**src/rtl/stb_host_bridge_pkg.sv**
```systemverilog
// ---------------------------------------------------------------------------
// stb_host_bridge_pkg
// Shared types and constants for the host-facing bridge of the stream trace
// buffer. It provides:
//   - TRB_WIDTH, the buffer data word width
//   - control_t and status_t, the buffer control and status word layouts
//   - host_op_e, the host command opcodes
//   - HOST_ACK and HOST_ERR, the reply bytes
//   - bridge_state_e, the bridge FSM states
//   - numBytes(), the number of bytes needed to carry a word of a given width
// ---------------------------------------------------------------------------
package stb_host_bridge_pkg;

    localparam int unsigned TRB_WIDTH = 32;

    // Control word written by the host into the trace buffer
    typedef struct packed {
        logic       enable;
        logic       clear;
        logic [1:0] mode;
        logic [7:0] trigSel;
    } control_t;

    // Status word read back by the host from the trace buffer
    typedef struct packed {
        logic       full;
        logic       empty;
        logic [7:0] level;
    } status_t;

    // Host command opcodes; every other byte value is treated as an error
    typedef enum logic [7:0] {
        OP_WR_CTRL = 8'h01,
        OP_RD_STAT = 8'h02,
        OP_WR_DATA = 8'h03,
        OP_RD_DATA = 8'h04
    } host_op_e;

    localparam logic [7:0] HOST_ACK = 8'hAC;
    localparam logic [7:0] HOST_ERR = 8'hEE;

    typedef enum logic [2:0] {
        ST_IDLE,
        ST_RX_PAY,
        ST_ISSUE,
        ST_WAIT_RD,
        ST_TX_REPLY,
        ST_TX_ERR
    } bridge_state_e;

    // Number of bytes that carry a word of the given width, i.e. ceil(width/8)
    function automatic int unsigned numBytes(input int unsigned width);
        return (width + 7) / 8;
    endfunction

endpackage

```
**src/rtl/stb_timeout_counter.sv**
```systemverilog
// ---------------------------------------------------------------------------
// stb_timeout_counter
// Counts idle cycles while a command is in flight. expired_o is high in the
// cycle that would be the TIMEOUT_CYC-th consecutive enabled cycle without a
// clear. A clear in that same cycle suppresses expiry, so a handshake that
// lands on the last cycle still wins.
// Ports:
//   clk_i      in   clock, rising edge
//   rst_i      in   synchronous active-high reset
//   clear_i    in   restart the count (any handshake, or not counting)
//   enable_i   in   count this cycle
//   expired_o  out  idle limit reached this cycle
// ---------------------------------------------------------------------------
module stb_timeout_counter #(
    parameter int unsigned TIMEOUT_CYC = 1024
) (
    input  logic clk_i,
    input  logic rst_i,
    input  logic clear_i,
    input  logic enable_i,
    output logic expired_o
);

    localparam int unsigned CNT_W = (TIMEOUT_CYC > 2) ? $clog2(TIMEOUT_CYC) : 1;
    localparam logic [CNT_W-1:0] LAST = CNT_W'(TIMEOUT_CYC - 1);

    logic [CNT_W-1:0] count_q;

    // Idle-cycle counter. It saturates at LAST, although the bridge always
    // leaves the counted states as soon as expiry is flagged.
    always_ff @(posedge clk_i) begin
        if (rst_i || clear_i) begin
            count_q <= '0;
        end else if (enable_i && (count_q != LAST)) begin
            count_q <= count_q + 1'b1;
        end
    end

    // Expiry is reported in the last allowed idle cycle, unless it is cleared
    assign expired_o = enable_i && !clear_i && (count_q == LAST);

endmodule

```
**src/rtl/stb_host_bridge.sv**
```systemverilog
// ---------------------------------------------------------------------------
// stb_host_bridge
// Parses a host byte stream into control writes, data writes, status reads
// and data reads on the trace buffer's ready/valid channels. Replies are
// serialized back as bytes, least-significant byte first.
// Ports:
//   CLK_I, RST_I                             clock, synchronous active-high reset
//   RX_VALID_I / RX_READY_O / RX_DATA_I      host bytes in
//   TX_VALID_O / TX_READY_I / TX_DATA_O      reply bytes out
//   CONTROL_VALID_O / CONTROL_READY_I / CONTROL_O   control word write
//   STATUS_VALID_I / STATUS_READY_O / STATUS_I      status word read
//   DATA_VALID_O / DATA_READY_I / DATA_O            data word write
//   DATA_VALID_I / DATA_READY_O / DATA_I            data word read
// ---------------------------------------------------------------------------
module stb_host_bridge
    import stb_host_bridge_pkg::*;
#(
    parameter int unsigned DATA_WIDTH  = TRB_WIDTH,
    parameter int unsigned CTRL_WIDTH  = $bits(control_t),
    parameter int unsigned STAT_WIDTH  = $bits(status_t),
    parameter int unsigned TIMEOUT_CYC = 1024
) (
    input  logic                  CLK_I,
    input  logic                  RST_I,
    input  logic                  RX_VALID_I,
    output logic                  RX_READY_O,
    input  logic [7:0]            RX_DATA_I,
    output logic                  TX_VALID_O,
    input  logic                  TX_READY_I,
    output logic [7:0]            TX_DATA_O,
    output logic                  CONTROL_VALID_O,
    input  logic                  CONTROL_READY_I,
    output logic [CTRL_WIDTH-1:0] CONTROL_O,
    input  logic                  STATUS_VALID_I,
    output logic                  STATUS_READY_O,
    input  logic [STAT_WIDTH-1:0] STATUS_I,
    output logic                  DATA_VALID_O,
    input  logic                  DATA_READY_I,
    output logic [DATA_WIDTH-1:0] DATA_O,
    input  logic                  DATA_VALID_I,
    output logic                  DATA_READY_O,
    input  logic [DATA_WIDTH-1:0] DATA_I
);

    localparam int unsigned MAX_DC = (DATA_WIDTH > CTRL_WIDTH) ? DATA_WIDTH : CTRL_WIDTH;
    localparam int unsigned MAX_W  = (MAX_DC > STAT_WIDTH) ? MAX_DC : STAT_WIDTH;
    localparam int unsigned MAX_N  = numBytes(MAX_W);
    localparam int unsigned SR_W   = MAX_N * 8;
    localparam int unsigned IDX_W  = $clog2(MAX_N) + 1;

    localparam logic [IDX_W-1:0] LEN_CTRL = IDX_W'(numBytes(CTRL_WIDTH));
    localparam logic [IDX_W-1:0] LEN_DATA = IDX_W'(numBytes(DATA_WIDTH));
    localparam logic [IDX_W-1:0] LEN_STAT = IDX_W'(numBytes(STAT_WIDTH));
    localparam logic [IDX_W-1:0] LEN_ONE  = IDX_W'(1);

    bridge_state_e    state_q, state_d;
    host_op_e         op_q, op_d;
    logic [IDX_W-1:0] byteIdx_q, byteIdx_d;
    logic [IDX_W-1:0] len_q, len_d;
    logic [SR_W-1:0]  shiftReg_q, shiftReg_d;
    logic             outEn_q;

    logic anyHandshake;
    logic countEn;
    logic expired;

    // The state register already holds IDLE while reset is asserted. outEn_q
    // keeps RX_READY_O low until the first cycle after reset is released.
    always_ff @(posedge CLK_I) begin
        if (RST_I) begin
            state_q    <= ST_IDLE;
            op_q       <= OP_WR_CTRL;
            byteIdx_q  <= '0;
            len_q      <= '0;
            shiftReg_q <= '0;
            outEn_q    <= 1'b0;
        end else begin
            state_q    <= state_d;
            op_q       <= op_d;
            byteIdx_q  <= byteIdx_d;
            len_q      <= len_d;
            shiftReg_q <= shiftReg_d;
            outEn_q    <= 1'b1;
        end
    end

    // Channel outputs depend only on registered state, so they stay stable
    // for the whole cycle. Data buses read 0 whenever their valid is low.
    always_comb begin
        RX_READY_O      = 1'b0;
        TX_VALID_O      = 1'b0;
        TX_DATA_O       = 8'h00;
        CONTROL_VALID_O = 1'b0;
        CONTROL_O       = '0;
        DATA_VALID_O    = 1'b0;
        DATA_O          = '0;
        STATUS_READY_O  = 1'b0;
        DATA_READY_O    = 1'b0;
        countEn         = 1'b0;
        case (state_q)
            ST_IDLE: begin
                RX_READY_O = outEn_q;
            end
            ST_RX_PAY: begin
                RX_READY_O = 1'b1;
                countEn    = 1'b1;
            end
            ST_ISSUE: begin
                countEn = 1'b1;
                if (op_q == OP_WR_CTRL) begin
                    CONTROL_VALID_O = 1'b1;
                    CONTROL_O       = shiftReg_q[CTRL_WIDTH-1:0];
                end else begin
                    DATA_VALID_O = 1'b1;
                    DATA_O       = shiftReg_q[DATA_WIDTH-1:0];
                end
            end
            ST_WAIT_RD: begin
                countEn        = 1'b1;
                STATUS_READY_O = (op_q == OP_RD_STAT);
                DATA_READY_O   = (op_q == OP_RD_DATA);
            end
            ST_TX_REPLY: begin
                TX_VALID_O = 1'b1;
                TX_DATA_O  = shiftReg_q[7:0];
            end
            ST_TX_ERR: begin
                TX_VALID_O = 1'b1;
                TX_DATA_O  = HOST_ERR;
            end
            default: begin
                RX_READY_O = 1'b0;
            end
        endcase
    end

    // A handshake on any channel restarts the idle count
    assign anyHandshake = (RX_VALID_I && RX_READY_O) || (TX_VALID_O && TX_READY_I) ||
                          (CONTROL_VALID_O && CONTROL_READY_I) ||
                          (STATUS_VALID_I && STATUS_READY_O) ||
                          (DATA_VALID_O && DATA_READY_I) ||
                          (DATA_VALID_I && DATA_READY_O);

    stb_timeout_counter #(
        .TIMEOUT_CYC (TIMEOUT_CYC)
    ) uTimeout (
        .clk_i     (CLK_I),
        .rst_i     (RST_I),
        .clear_i   (anyHandshake || !countEn),
        .enable_i  (countEn),
        .expired_o (expired)
    );

    // Next-state logic. The one shift register is filled byte by byte for
    // writes, is loaded with a whole word for reads or with the ACK byte,
    // and is shifted right one byte per accepted TX byte. The handshake
    // branches come before the expiry check, so a handshake in the expiry
    // cycle completes normally.
    always_comb begin
        state_d    = state_q;
        op_d       = op_q;
        byteIdx_d  = byteIdx_q;
        len_d      = len_q;
        shiftReg_d = shiftReg_q;
        case (state_q)
            ST_IDLE: begin
                if (RX_READY_O && RX_VALID_I) begin
                    op_d      = host_op_e'(RX_DATA_I);
                    byteIdx_d = '0;
                    case (RX_DATA_I)
                        OP_WR_CTRL: begin
                            len_d   = LEN_CTRL;
                            state_d = ST_RX_PAY;
                        end
                        OP_WR_DATA: begin
                            len_d   = LEN_DATA;
                            state_d = ST_RX_PAY;
                        end
                        OP_RD_STAT, OP_RD_DATA: begin
                            state_d = ST_WAIT_RD;
                        end
                        default: begin
                            state_d = ST_TX_ERR;
                        end
                    endcase
                end
            end
            ST_RX_PAY: begin
                if (RX_VALID_I) begin
                    for (int b = 0; b < int'(MAX_N); b++) begin
                        if (byteIdx_q == IDX_W'(b)) begin
                            shiftReg_d[b*8 +: 8] = RX_DATA_I;
                        end
                    end
                    if (byteIdx_q == len_q - 1'b1) begin
                        state_d = ST_ISSUE;
                    end else begin
                        byteIdx_d = byteIdx_q + 1'b1;
                    end
                end else if (expired) begin
                    state_d = ST_TX_ERR;
                end
            end
            ST_ISSUE: begin
                if ((CONTROL_VALID_O && CONTROL_READY_I) || (DATA_VALID_O && DATA_READY_I)) begin
                    shiftReg_d = SR_W'(HOST_ACK);
                    len_d      = LEN_ONE;
                    byteIdx_d  = '0;
                    state_d    = ST_TX_REPLY;
                end else if (expired) begin
                    state_d = ST_TX_ERR;
                end
            end
            ST_WAIT_RD: begin
                if (STATUS_READY_O && STATUS_VALID_I) begin
                    shiftReg_d                 = '0;
                    shiftReg_d[STAT_WIDTH-1:0] = STATUS_I;
                    len_d                      = LEN_STAT;
                    byteIdx_d                  = '0;
                    state_d                    = ST_TX_REPLY;
                end else if (DATA_READY_O && DATA_VALID_I) begin
                    shiftReg_d                 = '0;
                    shiftReg_d[DATA_WIDTH-1:0] = DATA_I;
                    len_d                      = LEN_DATA;
                    byteIdx_d                  = '0;
                    state_d                    = ST_TX_REPLY;
                end else if (expired) begin
                    state_d = ST_TX_ERR;
                end
            end
            ST_TX_REPLY: begin
                if (TX_READY_I) begin
                    shiftReg_d = shiftReg_q >> 8;
                    if (byteIdx_q == len_q - 1'b1) begin
                        state_d = ST_IDLE;
                    end else begin
                        byteIdx_d = byteIdx_q + 1'b1;
                    end
                end
            end
            ST_TX_ERR: begin
                if (TX_READY_I) begin
                    state_d = ST_IDLE;
                end
            end
            default: begin
                state_d = ST_IDLE;
            end
        endcase
    end

endmodule

```
**config.mk**
```make
export PLATFORM = sky130hd
export DESIGN_NAME = stb_host_bridge
export DESIGN_NICKNAME = d
export VERILOG_FILES = /design/src/rtl/stb_host_bridge_pkg.sv /design/src/rtl/stb_timeout_counter.sv /design/src/rtl/stb_host_bridge.sv
export SDC_FILE = /design/constraint.sdc
export NUM_CORES = 1
export LEC_CHECK = 0
export CORE_ASPECT_RATIO = 0.75
export CORE_MARGIN = 2
export CORE_UTILIZATION = 45
export DETAILED_ROUTE_END_ITERATION = 10
export MAX_ROUTING_LAYER = met4
export PLACE_DENSITY = 0.81
export SYNTH_ARGS = -nofsm -noshare
export SYNTH_HDL_FRONTEND = slang
export SYNTH_HIERARCHICAL = 1
export SYNTH_SLANG_ARGS = --single-unit
```
**constraint.sdc**
```tcl
create_clock -name CLK_I -period 6.1 [get_ports CLK_I]
set_input_delay 1.525 -clock CLK_I [delete_from_list [all_inputs] [get_ports CLK_I]]
set_output_delay 1.525 -clock CLK_I [all_outputs]
set_load 0.01 [all_outputs]
```
* Yosys cells after proc, flatten, opt, wreduce, memory -nomap -nowiden *
Index checks and enable logic that the tools add are counted.

cells by class
  multiplexer cells = 51
  add/subtract/negate cells = 3
  reduce and logical (&&, ||, !) cells = 36
  eq/ne operators = 31

operators with widths
  kind                     number
  $mux W32                 7
  $pmux W32 S4             1
  $mux W3                  21
  $mux W8                  4
  $reduce_and A6 Y1        5
  $eq A8 B2 Y1 const B     3
  $mux W12                 2
  $ne A2 B2 Y1 const B     10
  $pmux W3 S6              1
  $eq A8 B1 Y1 const B     2
  $eq A8 B3 Y1 const B     2
  $pmux W8 S2              1
  $pmux W3 S5              1
  $eq A3 B2 Y1 const B     4
  $pmux W3 S2              2
  $add A10 B1 Y10 const B  1
  $eq A10 B10 Y1 const B   1
  $ne A10 B10 Y1 const B   1
  $reduce_and A5 Y1        2
  $logic_and A1 B1 Y1      9
  $mux W1                  9
  $pmux W3 S3              1
  $logic_or A1 B1 Y1       8
  $eq A3 B1 Y1 const B     2
  15 further kinds         21

storage, ports and cells
  logic and storage cells = 131
  register bits after elaboration = 60
  input port bits = 58
  output and inout port bits = 58

* Logic depth before layout (Yosys ltp) *
  word-level depth = 17
  depth in mapped cells = 12

* Hierarchy *
The synthesis kept the hierarchy.

by module, submodules not included
  module               cells each  area each (sq um)  seq. area each (sq um)  times used
  stb_host_bridge      446         3852.4             1001.0                  1
  stb_timeout_counter  58          529.3              200.2                   1

* Worst setup path before layout *
OpenSTA, ideal clock, no wires.

  path kind = reg2out
  start point = register state_q[1]
  end point = output port DATA_O[22]
  required time = 4575 ps
  slack = 2944 ps
  arrival = 1631 ps
  cell stages (with the launch flop) = 6
  path buffers = 2
  path through = dfxtp_1 > buf_4 > nor3b_2 > a21boi_0 > clkbuf_1 > and2_1

between the ends
  cells in the longest elaborated chain, start to end = 2

RTL lines
  what                    line                    text
  start, declared         stb_host_bridge.sv:56   bridge_state_e state_q, state_d;
  start signal, assigned  stb_host_bridge.sv:78   state_q <= state_d;
  $eq A3 B2 Y1            stb_host_bridge.sv:100  case (state_q)
  $mux W32                stb_host_bridge.sv:100
  end, declared           stb_host_bridge.sv:39   output logic [DATA_WIDTH-1:0] DATA_O,

Every way passes these cells.

* Worst setup path in the final report *
  start point = register state_q[2]
  end point = output port DATA_O[20]

Same word-level chain as after synthesis.

==> results.md <==
* Status: completed
* Post-placement cell count at 718
* Fin crit period at 4.62 ns
* First-pass GRT wire length at 20.5 mm
* Leak pwr at 0.00208 µW
* Clock Tree Buf Depth at 2
* DR iter-0 viols at 387
* Worst hold start: len_q[0]$_SDFFE_PP0P_
* Worst Max-Slew Pin Slew at 1.14 ns
* Total GRT Usage at 25.2%
* DRC errors left at 0
* DIE WIDTH at 118 µm
* Vias in the first global route at 3,909
* Max-slew violations at 0
* Worst min path class: register to register
* Sequential Area at 0.00120 mm²
* Pwr/cell area at 317 mW/mm²
* Post-synth top flop: dfxtp_1
* Critical path's slowest cell: a21boi_2
* Io pins at 116
* Met3 Routed Length at 1.02 mm
* Post-synth EDFFs at 0
* Root Buffer Master: clkbuf_16
* Initial Util at 45.7%
* CP Cell Sequence: nor3b_2 -> a21boi_2 -> and2_1 -> clkdlybuf4s50_1
* Yosys reg bits at 60
* Layout cells sized above 1 at 12.8%
* Sequential element share of the synthesized area at 27.4%
* Final Skew at 0.00614 ns
* Clock H-tree levels at 3
* # clock sinks at 60
* Syn_nets at 569
* Critical path class: register to primary output
* Metal1 wirelength at 5.99 mm
* Routed vias/inst at 5.89
* Final setup violation count at 0
* Multi-input gate area at 0.00293 mm²
* Crit path from: state_q[2]$_SDFFE_PP0P_
* HPWL after DPL at 9.38 mm
* Yosys warnings at 6
* Core area at 0.00958 mm²
* WL final at 13.0 mm
* Nets at 662
* Via count at 4,319
* Layout area overhead at 33.2%
* CP endpoint kind: primary output
* Clock slew at reported path FFs at 0.05 ns
* PostCTS Resize Cnt at 0
* GR Overflow Total at 0
* CTS tree: done
* Pin count of the biggest net entering global routing at 51
* Wire per inst at 17.7 µm
* Diode count at 0
* DR top layer: met4
* Rel. slew slack at 23.7%
* Peak VDD IR at 0.152 mV
* Slowest Stage Delay on Critical Path at 0.88 ns
* Setup Buffers After CTS at 0
* Initial antenna violation count at 0
* Post-Syn Instances at 504
* Final worst-path cycle share at 75.8%
* Ys async rst share at 0%
* Mapped cell area at 0.00438 mm²
* 1st-pass router iterations at 6
* Number of max-cap violations at 0
* Die area at 0.0106 mm²
* Yosys top cell area share at 27.4%
* Fill count at 803
* Crit-path max FO at 50
* Chip height at 89.5 µm
* Row cnt at 31
* Synth cell types at 77
* Finished Layout Cells at 733
* Syn avg cell area at 8.69 µm²
* Final antenna-violating net count at 0
* Top cells by area, synth: dfxtp_1 (27%), and2_1 (7.7%), nor2_1 (5.4%)
* Crit start category: register
* Worst Path Required at 4.58 ns
* Worst skew pair latency at 0.32 ns
* Post-CTS Hold Buffers at 0
* Critical R2R Launch: state_q[0]$_SDFFE_PP0P_
* Yosys top cell by area: dfxtp_1
* RSZ-0062 raised after global routing: false
* Max Clock Freq at 0.216 GHz
* Final hold viol count at 0
* WP data arrival at 3.10 ns
* Total CTS buffers at 9
* GP Congestion at 0.892
* Number of I/O port buffers at 115
* TNS Setup at 0 ns
* Met2 WL at 5.71 mm
[state kept, by name (all words and copies together), names as in the netlist]
register / flops
len_q: 3
shiftReg_q: 32
uTimeout/count_q: 10
outEn_q: 1
state_q: 3
byteIdx_q: 3
op_q: 8
[layer usage]
metal / vias to the layer above / global-route usage, %
met5: - / -
met4: 0 / 8.32
met3: 23 / 6.31
met2: 204 / 39.5
met1: 2031 / 32.2
li1: 2061 / -
[final timing paths]
path / end / slack, ns / depth (start not counted)
setup / recovery: DATA_O[20] / 1.48 / 4
hold / removal: len_q[0]$_SDFFE_PP0P_ / 0.50 / 2
setup reg to reg: state_q[2]$_SDFFE_PP0P_ / 2.96 / 9
hold reg to reg: len_q[0]$_SDFFE_PP0P_ / 0.50 / 2
[cell families after synthesis]
logic type / Yosys count / synth area share, %
fa+ha+maj: 7 / 2.00
xor+xnor: 8 / 1.60
compound gates: 164 / 34.5
buf+inv: 56 / 6.05
mux: 18 / 4.11
flops: 60 / 27.4
simple gates: 191 / 24.3
[report_power, final]
part,internal [µW],switching (µW)
clock network,322,176
logic,324,393
registers,495,140
total,1140,709
[stage by stage]
stage | setup slack (ns) | util (%) | instance area (µm²) | total power (µW) | hold slack [ns]
2_1_floorplan | 2.94 | - | 4380 | 1150 | 0.461
3_3_place_gp | 1.85 | 57.9 | 5540 | 1330 | 0.480
3_5_place_dp | 1.78 | 57.9 | 5540 | 1350 | 0.482
4_1_cts | 1.42 | 60.9 | 5840 | 1850 | 0.499
5_1_grt | 1.23 | 60.9 | 5840 | 1960 | 0.527
6_report | 1.48 | 60.9 | 5840 | 1850 | 0.498
[cell usage after synthesis (all sizes together), types with 5 or more instances]
master / instances
o221a: 6
o21ai: 19
buf: 14
mux2i: 18
and2: 54
ha: 7
o211a: 6
and3: 5
o221ai: 5
inv: 18
nor2: 65
a21oi: 16
o211ai: 7
a22oi: 8
a221oi: 14
nand2: 16
nand3: 10
a22o: 26
clkbuf: 24
nor3: 7
dfxtp: 60
xnor2: 6
a211oi: 27
nor2b: 9
[worst max-delay path: cells and delay by family (launching register included)]
kind	cells	cell delay (ns)
flip-flops	1	0.62
buffers and inverters	1	0.55
AND/OR/NAND/NOR	2	0.71
AO/OA/AOI/OAI	1	0.88
[cell usage in the layout (no fill, tap or decap), types with 6 or more instances in the layout]
cell type        netlist  final
mux2i_1               18     18
a211oi_1              14     14
nor3_1                 6      6
nor2b_1                9      9
nand2_1               15     15
a21oi_1               11     11
a211oi_2              12     12
clkdlybuf4s50_1        0    114
inv_1                 18     18
o211a_1                6      6
a22oi_1                8      8
and2_1                54     54
clkbuf_16              0      9
dfxtp_1               60     59
nor2_1                63     63
nand3_1                9      9
xnor2_1                6      6
ha_1                   7      7
a22o_1                26     26
a221oi_2              10     10
o21ai_0               13     13
[layout make-up]
cell class | instances | area share, %
multi-input cells | 388 | 50.1
repair buffers | 120 | 20.3
clock buffers | 10 | 4.10
flip-flops and latches | 60 | 20.6
inverters | 18 | 1.16
clock inverters | 5 | 0.901
well taps | 132 | 2.83
Power figures use the tool's default switching activity.
==> variant, RTL diff (same flow settings) <==
`TIMEOUT_CYC` is set to 1024 in 2 places; all go to 512.
--- a/src/rtl/stb_timeout_counter.sv
+++ b/src/rtl/stb_timeout_counter.sv
@@ -12,7 +12,7 @@
 //   expired_o  out  idle limit reached this cycle
 // ---------------------------------------------------------------------------
 module stb_timeout_counter #(
-    parameter int unsigned TIMEOUT_CYC = 1024
+    parameter int unsigned TIMEOUT_CYC = 512
 ) (
     input  logic clk_i,
     input  logic rst_i,
--- a/src/rtl/stb_host_bridge.sv
+++ b/src/rtl/stb_host_bridge.sv
@@ -18,7 +18,7 @@
     parameter int unsigned DATA_WIDTH  = TRB_WIDTH,
     parameter int unsigned CTRL_WIDTH  = $bits(control_t),
     parameter int unsigned STAT_WIDTH  = $bits(status_t),
-    parameter int unsigned TIMEOUT_CYC = 1024
+    parameter int unsigned TIMEOUT_CYC = 512
 ) (
     input  logic                  CLK_I,
     input  logic                  RST_I,
Function: same outputs for any inputs over 10 cycles, from zero or initial values and one cycle with RST_I high; that may be too few to reach the edited logic, so the function may still have changed.
==> variant against the unedited design <==
- worst setup slack improved by 0.36 ns
- sequential share of layout area decreased by 0.088 points
- cell area fell by 1.2%
- hold slack got worse by 0.015 ns
- sequential cell count decreased by 1
- routed wire length rose by 4.3%
- synthesized area down 2.4%
- register-to-register slack improved by 0.15 ns
- global-route usage increased by 2.2 points
- sequential power about the same
- power increased by 1.1%
- die area fell by 2.3%
==> variant: results (changes against the unedited design) <==
Clock network:
- The number of setup buffers added after CTS is 0 (unchanged).
- The CTS buffer count is 9 (unchanged).
- The maximum level of the CTS H-tree is 3 (unchanged).
- The worst-case clock buffer depth was 2 (unchanged).
- The clock latency on the worst-skew pair is 0.32 ns (about the same).
- The number of gates resized after cts is 0 (unchanged).
- The cell at the root of the clock tree is sky130_fd_sc_hd__clkbuf_16 (unchanged).
- The register clock-pin slew on the reported worst setup and hold paths is 0.05 ns (about the same).

Global routing:
- The pin count of the biggest net entering global routing is 51 (unchanged).
- The global route total overflow was 0 (unchanged).
- The overall global routing resource usage is 27.4% (was 25.2%).
- The first-pass GRT wire length was 21,600 µm (was 20,500 µm).
- The initial antenna violation count came to 0 (unchanged).
- The via count of the first global-routing pass is 4,129 (was 3,909).

Yosys:
- The synthesis warning total is 6 (unchanged).
- The portion of the post-synthesis area used by sequential elements is 27.6% (was 27.4%).
- The number of library cell types mapped by synthesis is 72 (was 77).
- Largest cells by area after synthesis: sky130_fd_sc_hd__dfxtp_1, sky130_fd_sc_hd__and2_1, sky130_fd_sc_hd__nor2_1 (unchanged).
- The post-synthesis net count is 560 (was 569).
- The most common flop cell mapped by yosys was sky130_fd_sc_hd__dfxtp_1 (unchanged).
- The async set-reset flop share out of synthesis came to 0% (unchanged).
- The average cell area after synthesis is 8.65 µm² (was 8.69 µm²).
- Most frequent cells after synthesis: sky130_fd_sc_hd__nor2_1, sky130_fd_sc_hd__dfxtp_1, sky130_fd_sc_hd__and2_1 (unchanged).

Place:
- The worst setup slack after placement is 2.12 ns (was 1.78 ns).
- The total instance count after detailed placement was 706 (was 718).
- The count of buffers inserted at the top-level ports is 115 (unchanged).
- The standard cell area after detailed placement is 5450 µm² (was 5540 µm²).
- The routability congestion estimate came to 0.941 (was 0.892).
- The sum of net half-perimeters after detailed placement is 9810 µm (was 9380 µm).

Routing:
- The average vias per placed instance is 5.99 (was 5.89).
- The total iterations of the first detailed-routing run was 6 (unchanged).
- The number of violations reported at the end of detailed-routing iteration 0 was 385 (was 387).
- The detailed-route wire length per cell is 18.8 µm (was 17.7 µm).

Final layout:
- The total inserted antenna cells was 0 (unchanged).
- Leading registers by flop count: shiftReg_q x32, uTimeout/count_q x9, op_q x8 (was shiftReg_q x32, uTimeout/count_q x10, op_q x8).
- The number of nets in the layout was 655 (was 662).
- The count of non-filler cells in the finished layout is 722 (was 733).
- The share of cells above drive strength 1 is 13.0% (was 12.8%).

Timing:
- The count of final setup violators is 0 (unchanged).
- The largest clock skew in the final design is 0.00844 ns (was 0.00614 ns).
- The transition time of the tightest slew-check pin came to 1.22 ns (was 1.14 ns).

Critical path:
- The maximum fanout along the worst path is 23 (was 50).

Worst hold path:
- The class of the most critical hold timing path is reg -> reg (unchanged).

Power and ir drop:
- The switching power as a share of total power is 38.7% (was 38.3%).
- The maximum ir drop on the vdd rail is 0.000196 V (was 0.000152 V).
- The leakage power summed over all cells came to 0.00206 µW (was 0.00208 µW).

Outcome:
- Outcome: complete, no violations (unchanged).
## variant: kinds of logic after synthesis
group	Yosys count	share of synthesized area [%]
simple gates	184	23.9
mux	20	4.68
fa+ha+maj	8	2.34
xor+xnor	8	1.64
compound gates	160	33.7
flops	59	27.6
buf+inv	55	6.12
## variant: final timing paths
kind / startpoint / to / slack, ns / cells past startpoint
max: state_q[0] / CONTROL_O[11] / 1.84 / 4
max reg2reg: state_q[0] / shiftReg_q[26] / 3.11 / 5
min: len_q[0] / len_q[0] / 0.48 / 2
min reg2reg: len_q[0] / len_q[0] / 0.48 / 2
## variant: metrics by stage
| step | total power, µW | util, % | hold WS, ns |
|---|---|---|---|
| after floorplan | 1140 | - | 0.454 |
| after global placement | 1320 | 59.5 | 0.465 |
| after detailed placement | 1350 | 59.5 | 0.478 |
| after CTS | 1860 | 62.9 | 0.485 |
| after global routing | 1970 | 62.9 | 0.501 |
| final | 1870 | 62.9 | 0.483 |
## variant: metal layers
layer,part of all wire (%),vias to the layer above,global-route usage [%]
li1,-,2023,-
met4,1.4,0,7.06
met2,46,235,45.2
met3,10,19,5.55
met1,42,2051,34.7
met5,0,-,-
## variant: area by class of cell
cell class | instances | area (µm²)
fill | 811 | 3400
multi-input combinational | 380 | 2840
timing repair buffer | 122 | 1200
sequential | 59 | 1180
clock buffer | 14 | 294
tap | 128 | 160
inverter | 17 | 63.8
clock inverter | 2 | 16.3
## variant: worst max-delay path, cell delays in order (launching register included)
cell and delay [ns]:
sky130_fd_sc_hd__dfxtp_1 0.61, sky130_fd_sc_hd__nor3b_2 0.50, sky130_fd_sc_hd__and3_1 0.54, sky130_fd_sc_hd__and2_1 0.20, sky130_fd_sc_hd__clkdlybuf4s50_1 0.54
## variant: power groups by stage
stage	logic (µW)	registers (µW)	clock network, µW
3_3_place_gp	690	631	0
3_5_place_dp	714	638	0
6_report	727	635	509
2_1_floorplan	587	556	0
5_1_grt	791	651	529
4_1_cts	721	631	511
